### src/rtl/conv_loader_pkg.sv
// Shared types and constants for the convolution stream loader:
// FSM state encoding, width defaults and config word field offsets.
package conv_loader_pkg;

  localparam int DATA_WIDTH_DEF = 8;
  localparam int ADDR_WIDTH_DEF = 5;

  localparam int CFG_X_OFS = 0;
  localparam int CFG_Y_OFS = 5;

  typedef enum logic [2:0] {
    IDLE,
    LOAD_X,
    LOAD_Y,
    ARMED,
    START,
    WAIT_CORE
  } state_t;

endpackage

### src/rtl/conv_beat_counter.sv
// Beat/address counter: clear has priority over load, load over increment;
// o_tc flags that the current count equals the terminal value.
module conv_beat_counter #(
  parameter int WIDTH = 5
) (
  input  logic             clk,
  input  logic             rst_a,
  input  logic             i_clr,
  input  logic             i_load,
  input  logic [WIDTH-1:0] i_load_val,
  input  logic             i_inc,
  input  logic [WIDTH-1:0] i_term,
  output logic [WIDTH-1:0] o_count,
  output logic             o_tc
);

  logic [WIDTH-1:0] r_count;

  always_ff @(posedge clk or posedge rst_a) begin
    if (rst_a) begin
      r_count <= '0;
    end else if (i_clr) begin
      r_count <= '0;
    end else if (i_load) begin
      r_count <= i_load_val;
    end else if (i_inc) begin
      r_count <= r_count + WIDTH'(1);
    end
  end

  assign o_count = r_count;
  assign o_tc    = (r_count == i_term);

endmodule

### src/rtl/conv_stream_loader.sv
// Loads an X-then-Y sample stream into two input memories and starts the core.
// Build option CONV_LOADER_AUTOSTART_EN: start the core without waiting for go_i in ARMED.
module conv_stream_loader
  import conv_loader_pkg::*;
#(
  parameter int DATA_WIDTH = DATA_WIDTH_DEF,
  parameter int ADDR_WIDTH = ADDR_WIDTH_DEF
) (
  input  logic                  clk,
  input  logic                  rst_a,
  input  logic [DATA_WIDTH-1:0] s_data_i,
  input  logic                  s_valid_i,
  input  logic                  s_last_i,
  output logic                  s_ready_o,
  input  logic [ADDR_WIDTH-1:0] lenX_i,
  input  logic [ADDR_WIDTH-1:0] lenY_i,
  input  logic                  go_i,
  output logic                  memX_wr_o,
  output logic [ADDR_WIDTH-1:0] memX_addr_o,
  output logic [DATA_WIDTH-1:0] memX_data_o,
  output logic                  memY_wr_o,
  output logic [ADDR_WIDTH-1:0] memY_addr_o,
  output logic [DATA_WIDTH-1:0] memY_data_o,
  output logic [31:0]           config_o,
  output logic                  start_o,
  input  logic                  core_done_i,
  output logic                  busy_o,
  output logic                  done_o,
  output logic                  err_o
);

  state_t                r_state;
  state_t                w_state_nxt;
  logic [ADDR_WIDTH-1:0] r_len_x;
  logic [ADDR_WIDTH-1:0] r_len_y;
  logic [31:0]           r_config;
  logic                  r_err;
  logic                  r_done;
  logic                  r_x_wr;
  logic [ADDR_WIDTH-1:0] r_x_addr;
  logic [DATA_WIDTH-1:0] r_x_data;
  logic                  r_y_wr;
  logic [ADDR_WIDTH-1:0] r_y_addr;
  logic [DATA_WIDTH-1:0] r_y_data;

  logic                  w_ready;
  logic                  w_accept;
  logic                  w_go_ok;
  logic                  w_go_bad;
  logic                  w_final_x;
  logic                  w_final_y;
  logic                  w_abort;
  logic                  w_cnt_clr;
  logic                  w_tc;
  logic [ADDR_WIDTH-1:0] w_count;
  logic [ADDR_WIDTH-1:0] w_term;

  assign w_ready   = (r_state == LOAD_X) || (r_state == LOAD_Y);
  assign w_accept  = s_valid_i && w_ready;
  assign w_go_ok   = (r_state == IDLE) && go_i && (lenX_i != '0) && (lenY_i != '0);
  assign w_go_bad  = (r_state == IDLE) && go_i && ((lenX_i == '0) || (lenY_i == '0));
  assign w_final_x = w_accept && (r_state == LOAD_X) && w_tc;
  assign w_final_y = w_accept && (r_state == LOAD_Y) && w_tc;
  // s_last_i anywhere but on the last Y beat cuts the load short
  assign w_abort   = w_accept && s_last_i && !w_final_y;
  assign w_cnt_clr = w_go_ok || w_final_x;
  assign w_term    = (r_state == LOAD_Y) ? (r_len_y - ADDR_WIDTH'(1))
                                         : (r_len_x - ADDR_WIDTH'(1));

  conv_beat_counter #(
    .WIDTH(ADDR_WIDTH)
  ) u_beat_counter (
    .clk       (clk),
    .rst_a     (rst_a),
    .i_clr     (w_cnt_clr),
    .i_load    (1'b0),
    .i_load_val({ADDR_WIDTH{1'b0}}),
    .i_inc     (w_accept),
    .i_term    (w_term),
    .o_count   (w_count),
    .o_tc      (w_tc)
  );

  always_ff @(posedge clk or posedge rst_a) begin
    if (rst_a) begin
      r_state <= IDLE;
    end else begin
      r_state <= w_state_nxt;
    end
  end

  // ARMED always follows the last Y beat so start_o lands one cycle after that write
  always_comb begin
    w_state_nxt = r_state;
    case (r_state)
      IDLE: begin
        if (w_go_ok) w_state_nxt = LOAD_X;
      end
      LOAD_X: begin
        if (w_accept) begin
          if (s_last_i)  w_state_nxt = IDLE;
          else if (w_tc) w_state_nxt = LOAD_Y;
        end
      end
      LOAD_Y: begin
        if (w_accept) begin
          if (w_tc)          w_state_nxt = ARMED;
          else if (s_last_i) w_state_nxt = IDLE;
        end
      end
      ARMED: begin
`ifdef CONV_LOADER_AUTOSTART_EN
        w_state_nxt = START;
`else
        if (go_i) w_state_nxt = START;
`endif
      end
      START: begin
        w_state_nxt = WAIT_CORE;
      end
      WAIT_CORE: begin
        if (core_done_i) w_state_nxt = IDLE;
      end
      default: begin
        w_state_nxt = IDLE;
      end
    endcase
  end

  always_ff @(posedge clk or posedge rst_a) begin
    if (rst_a) begin
      r_len_x  <= '0;
      r_len_y  <= '0;
      r_config <= '0;
      r_err    <= 1'b0;
      r_done   <= 1'b0;
    end else begin
      if (w_go_ok) begin
        r_len_x  <= lenX_i;
        r_len_y  <= lenY_i;
        r_config <= (32'(lenX_i) << CFG_X_OFS) | (32'(lenY_i) << CFG_Y_OFS);
      end
      if (w_go_ok) begin
        r_err <= 1'b0;
      end else if (w_go_bad || w_abort || (w_final_y && !s_last_i)) begin
        r_err <= 1'b1;
      end
      r_done <= (r_state == WAIT_CORE) && core_done_i;
    end
  end

  // write stage: one registered strobe per accepted beat at the pre-increment address
  always_ff @(posedge clk or posedge rst_a) begin
    if (rst_a) begin
      r_x_wr   <= 1'b0;
      r_x_addr <= '0;
      r_x_data <= '0;
      r_y_wr   <= 1'b0;
      r_y_addr <= '0;
      r_y_data <= '0;
    end else begin
      r_x_wr <= w_accept && (r_state == LOAD_X);
      r_y_wr <= w_accept && (r_state == LOAD_Y);
      if (w_accept && (r_state == LOAD_X)) begin
        r_x_addr <= w_count;
        r_x_data <= s_data_i;
      end
      if (w_accept && (r_state == LOAD_Y)) begin
        r_y_addr <= w_count;
        r_y_data <= s_data_i;
      end
    end
  end

  assign s_ready_o   = w_ready;
  assign memX_wr_o   = r_x_wr;
  assign memX_addr_o = r_x_addr;
  assign memX_data_o = r_x_data;
  assign memY_wr_o   = r_y_wr;
  assign memY_addr_o = r_y_addr;
  assign memY_data_o = r_y_data;
  assign config_o    = r_config;
  assign start_o     = (r_state == START);
  assign busy_o      = (r_state != IDLE);
  assign done_o      = r_done;
  assign err_o       = r_err;

endmodule

### config.mk
export PLATFORM = sky130hd
export DESIGN_NAME = conv_stream_loader
export DESIGN_NICKNAME = d
export VERILOG_FILES = /design/src/rtl/conv_loader_pkg.sv /design/src/rtl/conv_beat_counter.sv /design/src/rtl/conv_stream_loader.sv
export SDC_FILE = /design/constraint.sdc
export NUM_CORES = 1
export LEC_CHECK = 0
export ABC_CLOCK_PERIOD_IN_PS = 2200
export CAP_MARGIN = 0
export CORE_UTILIZATION = 40
export CTS_BUF_LIST = sky130_fd_sc_hd__clkbuf_16
export DETAILED_ROUTE_END_ITERATION = 10
export GPL_ROUTABILITY_DRIVEN = 0
export HOLD_SLACK_MARGIN = 0.1
export PLACE_DENSITY = 0.76
export SLEW_MARGIN = 5
export SYNTH_ARGS = -nofsm -noshare
export SYNTH_HDL_FRONTEND = slang
export SYNTH_SLANG_ARGS = --single-unit
export TNS_END_PERCENT = 20
### constraint.sdc
create_clock -name clk -period 2.2 [get_ports clk]
set_input_delay 0.44 -clock clk [delete_from_list [all_inputs] [get_ports clk]]
set_output_delay 0.44 -clock clk [all_outputs]
set_load 0.03 [all_outputs]
==> impl_metrics.env <==
export IMPL_wl_per_cell_um=14.8
export IMPL_hp_class="primary input to async pin"
export IMPL_place_hpwl_um=3820
export IMPL_row_count=27
export IMPL_slew_viol_final=0
export IMPL_yosys_area_top_type="dfrtp_1"
export IMPL_grt_pass1_vias=1820
export IMPL_ant_nets=0
export IMPL_final_hold_violation_count=0
export IMPL_drt_initial_drc_count=89
export IMPL_power_density_mw_per_mm2=1490
export IMPL_drt_wl_total_um=5370
export IMPL_critPathCaptureType="flop"
export IMPL_ys_warn_count=0
export IMPL_crit_chain="or3b_4, mux2i_4, xnor2_2, and3_4, o32a_4, o21a_1, a211o_1"
export IMPL_syn_area_mm2=0.00241
export IMPL_slew_headroom=0.575
export IMPL_grt_usage=0.181
export IMPL_n_fill_cell=477
export IMPL_num_vias=1822
export IMPL_ys_flop_type="dfrtp_1"
export IMPL_die_h_um=79.7
export IMPL_post_route_util=0.611
export IMPL_critPathKind="flop to flop"
export IMPL_status="finished, violations left"
export IMPL_tritoncts="done"
export IMPL_power_share_clock=0.171
export IMPL_setup_viol=8
export IMPL_synth_area_top_cells="dfrtp_1 (50%), mux2_2 (17%), buf_4 (6.8%)"
export IMPL_grt_start_max_net_pins=26
export IMPL_drc=0
export IMPL_dieArea_mm2=0.00635
export IMPL_pre_cts_ws_ps=-345
export IMPL_violations="negative setup slack"
export IMPL_leakagePower_nw=1.53
export IMPL_diodes=0
export IMPL_crit_slowest_cell="or3b_4"
export IMPL_worst_pin_slew_ps=636
export IMPL_synth_avg_cell_area_um2=11.5
export IMPL_seqPwrFrac=0.300
export IMPL_clk_pin_slew_ps=70
export IMPL_synth_async_sr_flop_share=1.00
export IMPL_cts_buffers=5
export IMPL_fmax_mhz=435
export IMPL_p_int_mw=3.04
export IMPL_cts_sinks=48
export IMPL_regArea_mm2=0.00120
export IMPL_multi_input_area_mm2=0.00115
export IMPL_clock_latency_ps=290
export IMPL_start_util=0.425
export IMPL_rsz0062_at_grt="yes"
export IMPL_setup_slack_ps=-101
export IMPL_die_x_um=79.7
export IMPL_cts_path_max_buffers=2
export IMPL_synthCells=209
export IMPL_fin_crit_sh=1.05
export IMPL_max_stage_delay_ps=450
export IMPL_switching_share=0.409
export IMPL_area_growth_pct=43.6
export IMPL_grt_pass1_wl_um=8830
export IMPL_yosys_cell_types_count=39
export IMPL_p_switching_mw=2.11
export IMPL_holdWs_ps=506
export IMPL_layout_drive_gt1_share=0.275
export IMPL_core_area_mm2=0.00568
export IMPL_drv_cap=0
export IMPL_ys_seq_area_frac=0.498
export IMPL_period_minus_slack_ps=2300
export IMPL_cp_arrival_ps=2470
export IMPL_synth_edff_count=0
export IMPL_clk_root_buffer_cell="clkbuf_16"
export IMPL_yosysMostFrequentCell="dfrtp_1"
export IMPL_synth_seq_cells=48
export IMPL_nNetsFinal=315
export IMPL_synth_top_area_frac=0.498
export IMPL_crit_path_max_fanout=6
export IMPL_ir_worst_vdd_mv=0.867
export IMPL_numPortBuffers=66
export IMPL_cts_max_level=2
export IMPL_vias_per_cell=5.02
export IMPL_startpoint_type="flop"
export IMPL_dr_pass1_iters=4
export IMPL_skew_ps=4.47
export IMPL_grt_overflow=0
export IMPL_cts_hold_buffers=0
export IMPL_worstPathRequired_ps=2370
export IMPL_synthTopCellsByCount="dfrtp_1 (48), mux2_2 (36), buf_4 (22)"
export IMPL_io_pins=89
export IMPL_antenna_found_initial=0
export IMPL_pwr_share_comb=0.529
[state kept, by name, summed over array words and instances, names as in the netlist]
name and count:
memY_data_o 8, r_state 3, memX_wr_o 1, memY_addr_o 5
r_len_x 4, r_len_y 5, memY_wr_o 1, err_o 1
memX_addr_o 5, config_o 1, u_beat_counter.o_count 5, memX_data_o 8
done_o 1
[power by group through the flow]
stage | clock network (mW) | registers, mW | logic [mW]
finish | 0.881 | 1.54 | 2.72
global route | 0.937 | 1.60 | 2.89
CTS | 0.901 | 1.53 | 2.65
detailed placement | 0 | 1.54 | 2.65
global placement | 0 | 1.53 | 2.60
floorplan | 0 | 2.11 | 1.04
[worst paths after layout]
check / slack [ps] / startpoint / depth (start not counted) / endpoint
setup / recovery: -100 / r_state[2] / 7 / r_state[1]
hold / removal: 510 / rst_a / 2 / memY_data_o[7]
setup reg to reg: -100 / r_state[2] / 7 / r_state[1]
hold reg to reg: 510 / memX_data_o[6] / 1 / memX_data_o[6]
max in group asynchronous: 1160 / rst_a / 3 / r_len_x[2]
min in group clk: 510 / memX_data_o[6] / 1 / memX_data_o[6]
[timing repair]
action | in CTS | in global routing
pin swaps | 5 | 7
setup buffers | 1 | 0
resized for setup | 8 | 11
setup endpoints to repair | 12 | 9
[cells in the final DEF, fill, tap and decap left out, types with 2 or more instances in the layout]
cell type and instances:
dlygate4sd2_1 2, nand3b_1 2, clkdlybuf4s50_1 63, mux2i_2 2, nand2b_1 2, o31ai_1 4
inv_1 4, nor3b_2 4, conb_1 22, nor4_1 5, or4_1 2, a21oi_1 7
nor2_1 11, nor3_1 3, dfrtp_1 48, buf_4 16, and2_1 4, buf_12 2
xor2_1 5, clkbuf_16 5, nand4_1 2, o41ai_2 2, nand2_1 7, mux2_2 36
xnor2_1 4
[layer usage]
layer  GRT usage  vias to the layer above  share of wire
li1            -                      862              -
met1       0.235                      888           0.44
met5           0                        -              0
met3      0.0343                        7          0.050
met2       0.303                       65           0.50
met4      0.0545                        0          0.013
[layout make-up]
| class | instances | share of cell area |
|---|---|---|
| sequential | 48 | 0.347 |
| timing repair buffer | 85 | 0.239 |
| tap | 72 | 0.0260 |
| clock inverter | 3 | 0.0134 |
| clock buffer | 5 | 0.0361 |
| inverter | 5 | 0.00542 |
| multi-input combinational | 145 | 0.333 |
[critical path, delay by kind of cell (launching register included)]
kind	cells	cell delay (ps)
AO/OA/AOI/OAI	3	760
AND/OR/NAND/NOR	2	630
XOR/XNOR	1	180
multiplexers	1	220
flip-flops	1	400
[through the flow]
step	TNS, ps	area (µm²)	total power, mW	instances
2_1_floorplan	0	2500	3.14	230
3_3_place_gp	-3890	3210	4.13	354
3_5_place_dp	-4640	3210	4.19	354
4_1_cts	-318	3400	5.09	363
5_1_grt	-1400	3470	5.43	363
6_report	-564	3470	5.15	363
[cells by family (layout without fill, tap and decap cells)]
kind of cell               Yosys count  after routing  share of synthesized area
and+or+nand+nor                     47             47                      0.105
other                                1             22                    0.00155
xor gates and xnor gates            10             10                     0.0363
adders and majority gates            1              1                    0.00518
muxes                               40             40                      0.185
buffers and inverters               37             98                     0.0938
AOI/OAI and AO/OA                   25             25                     0.0757
DFF                                 48             48                      0.498
(Power assumes the default switching activity.)
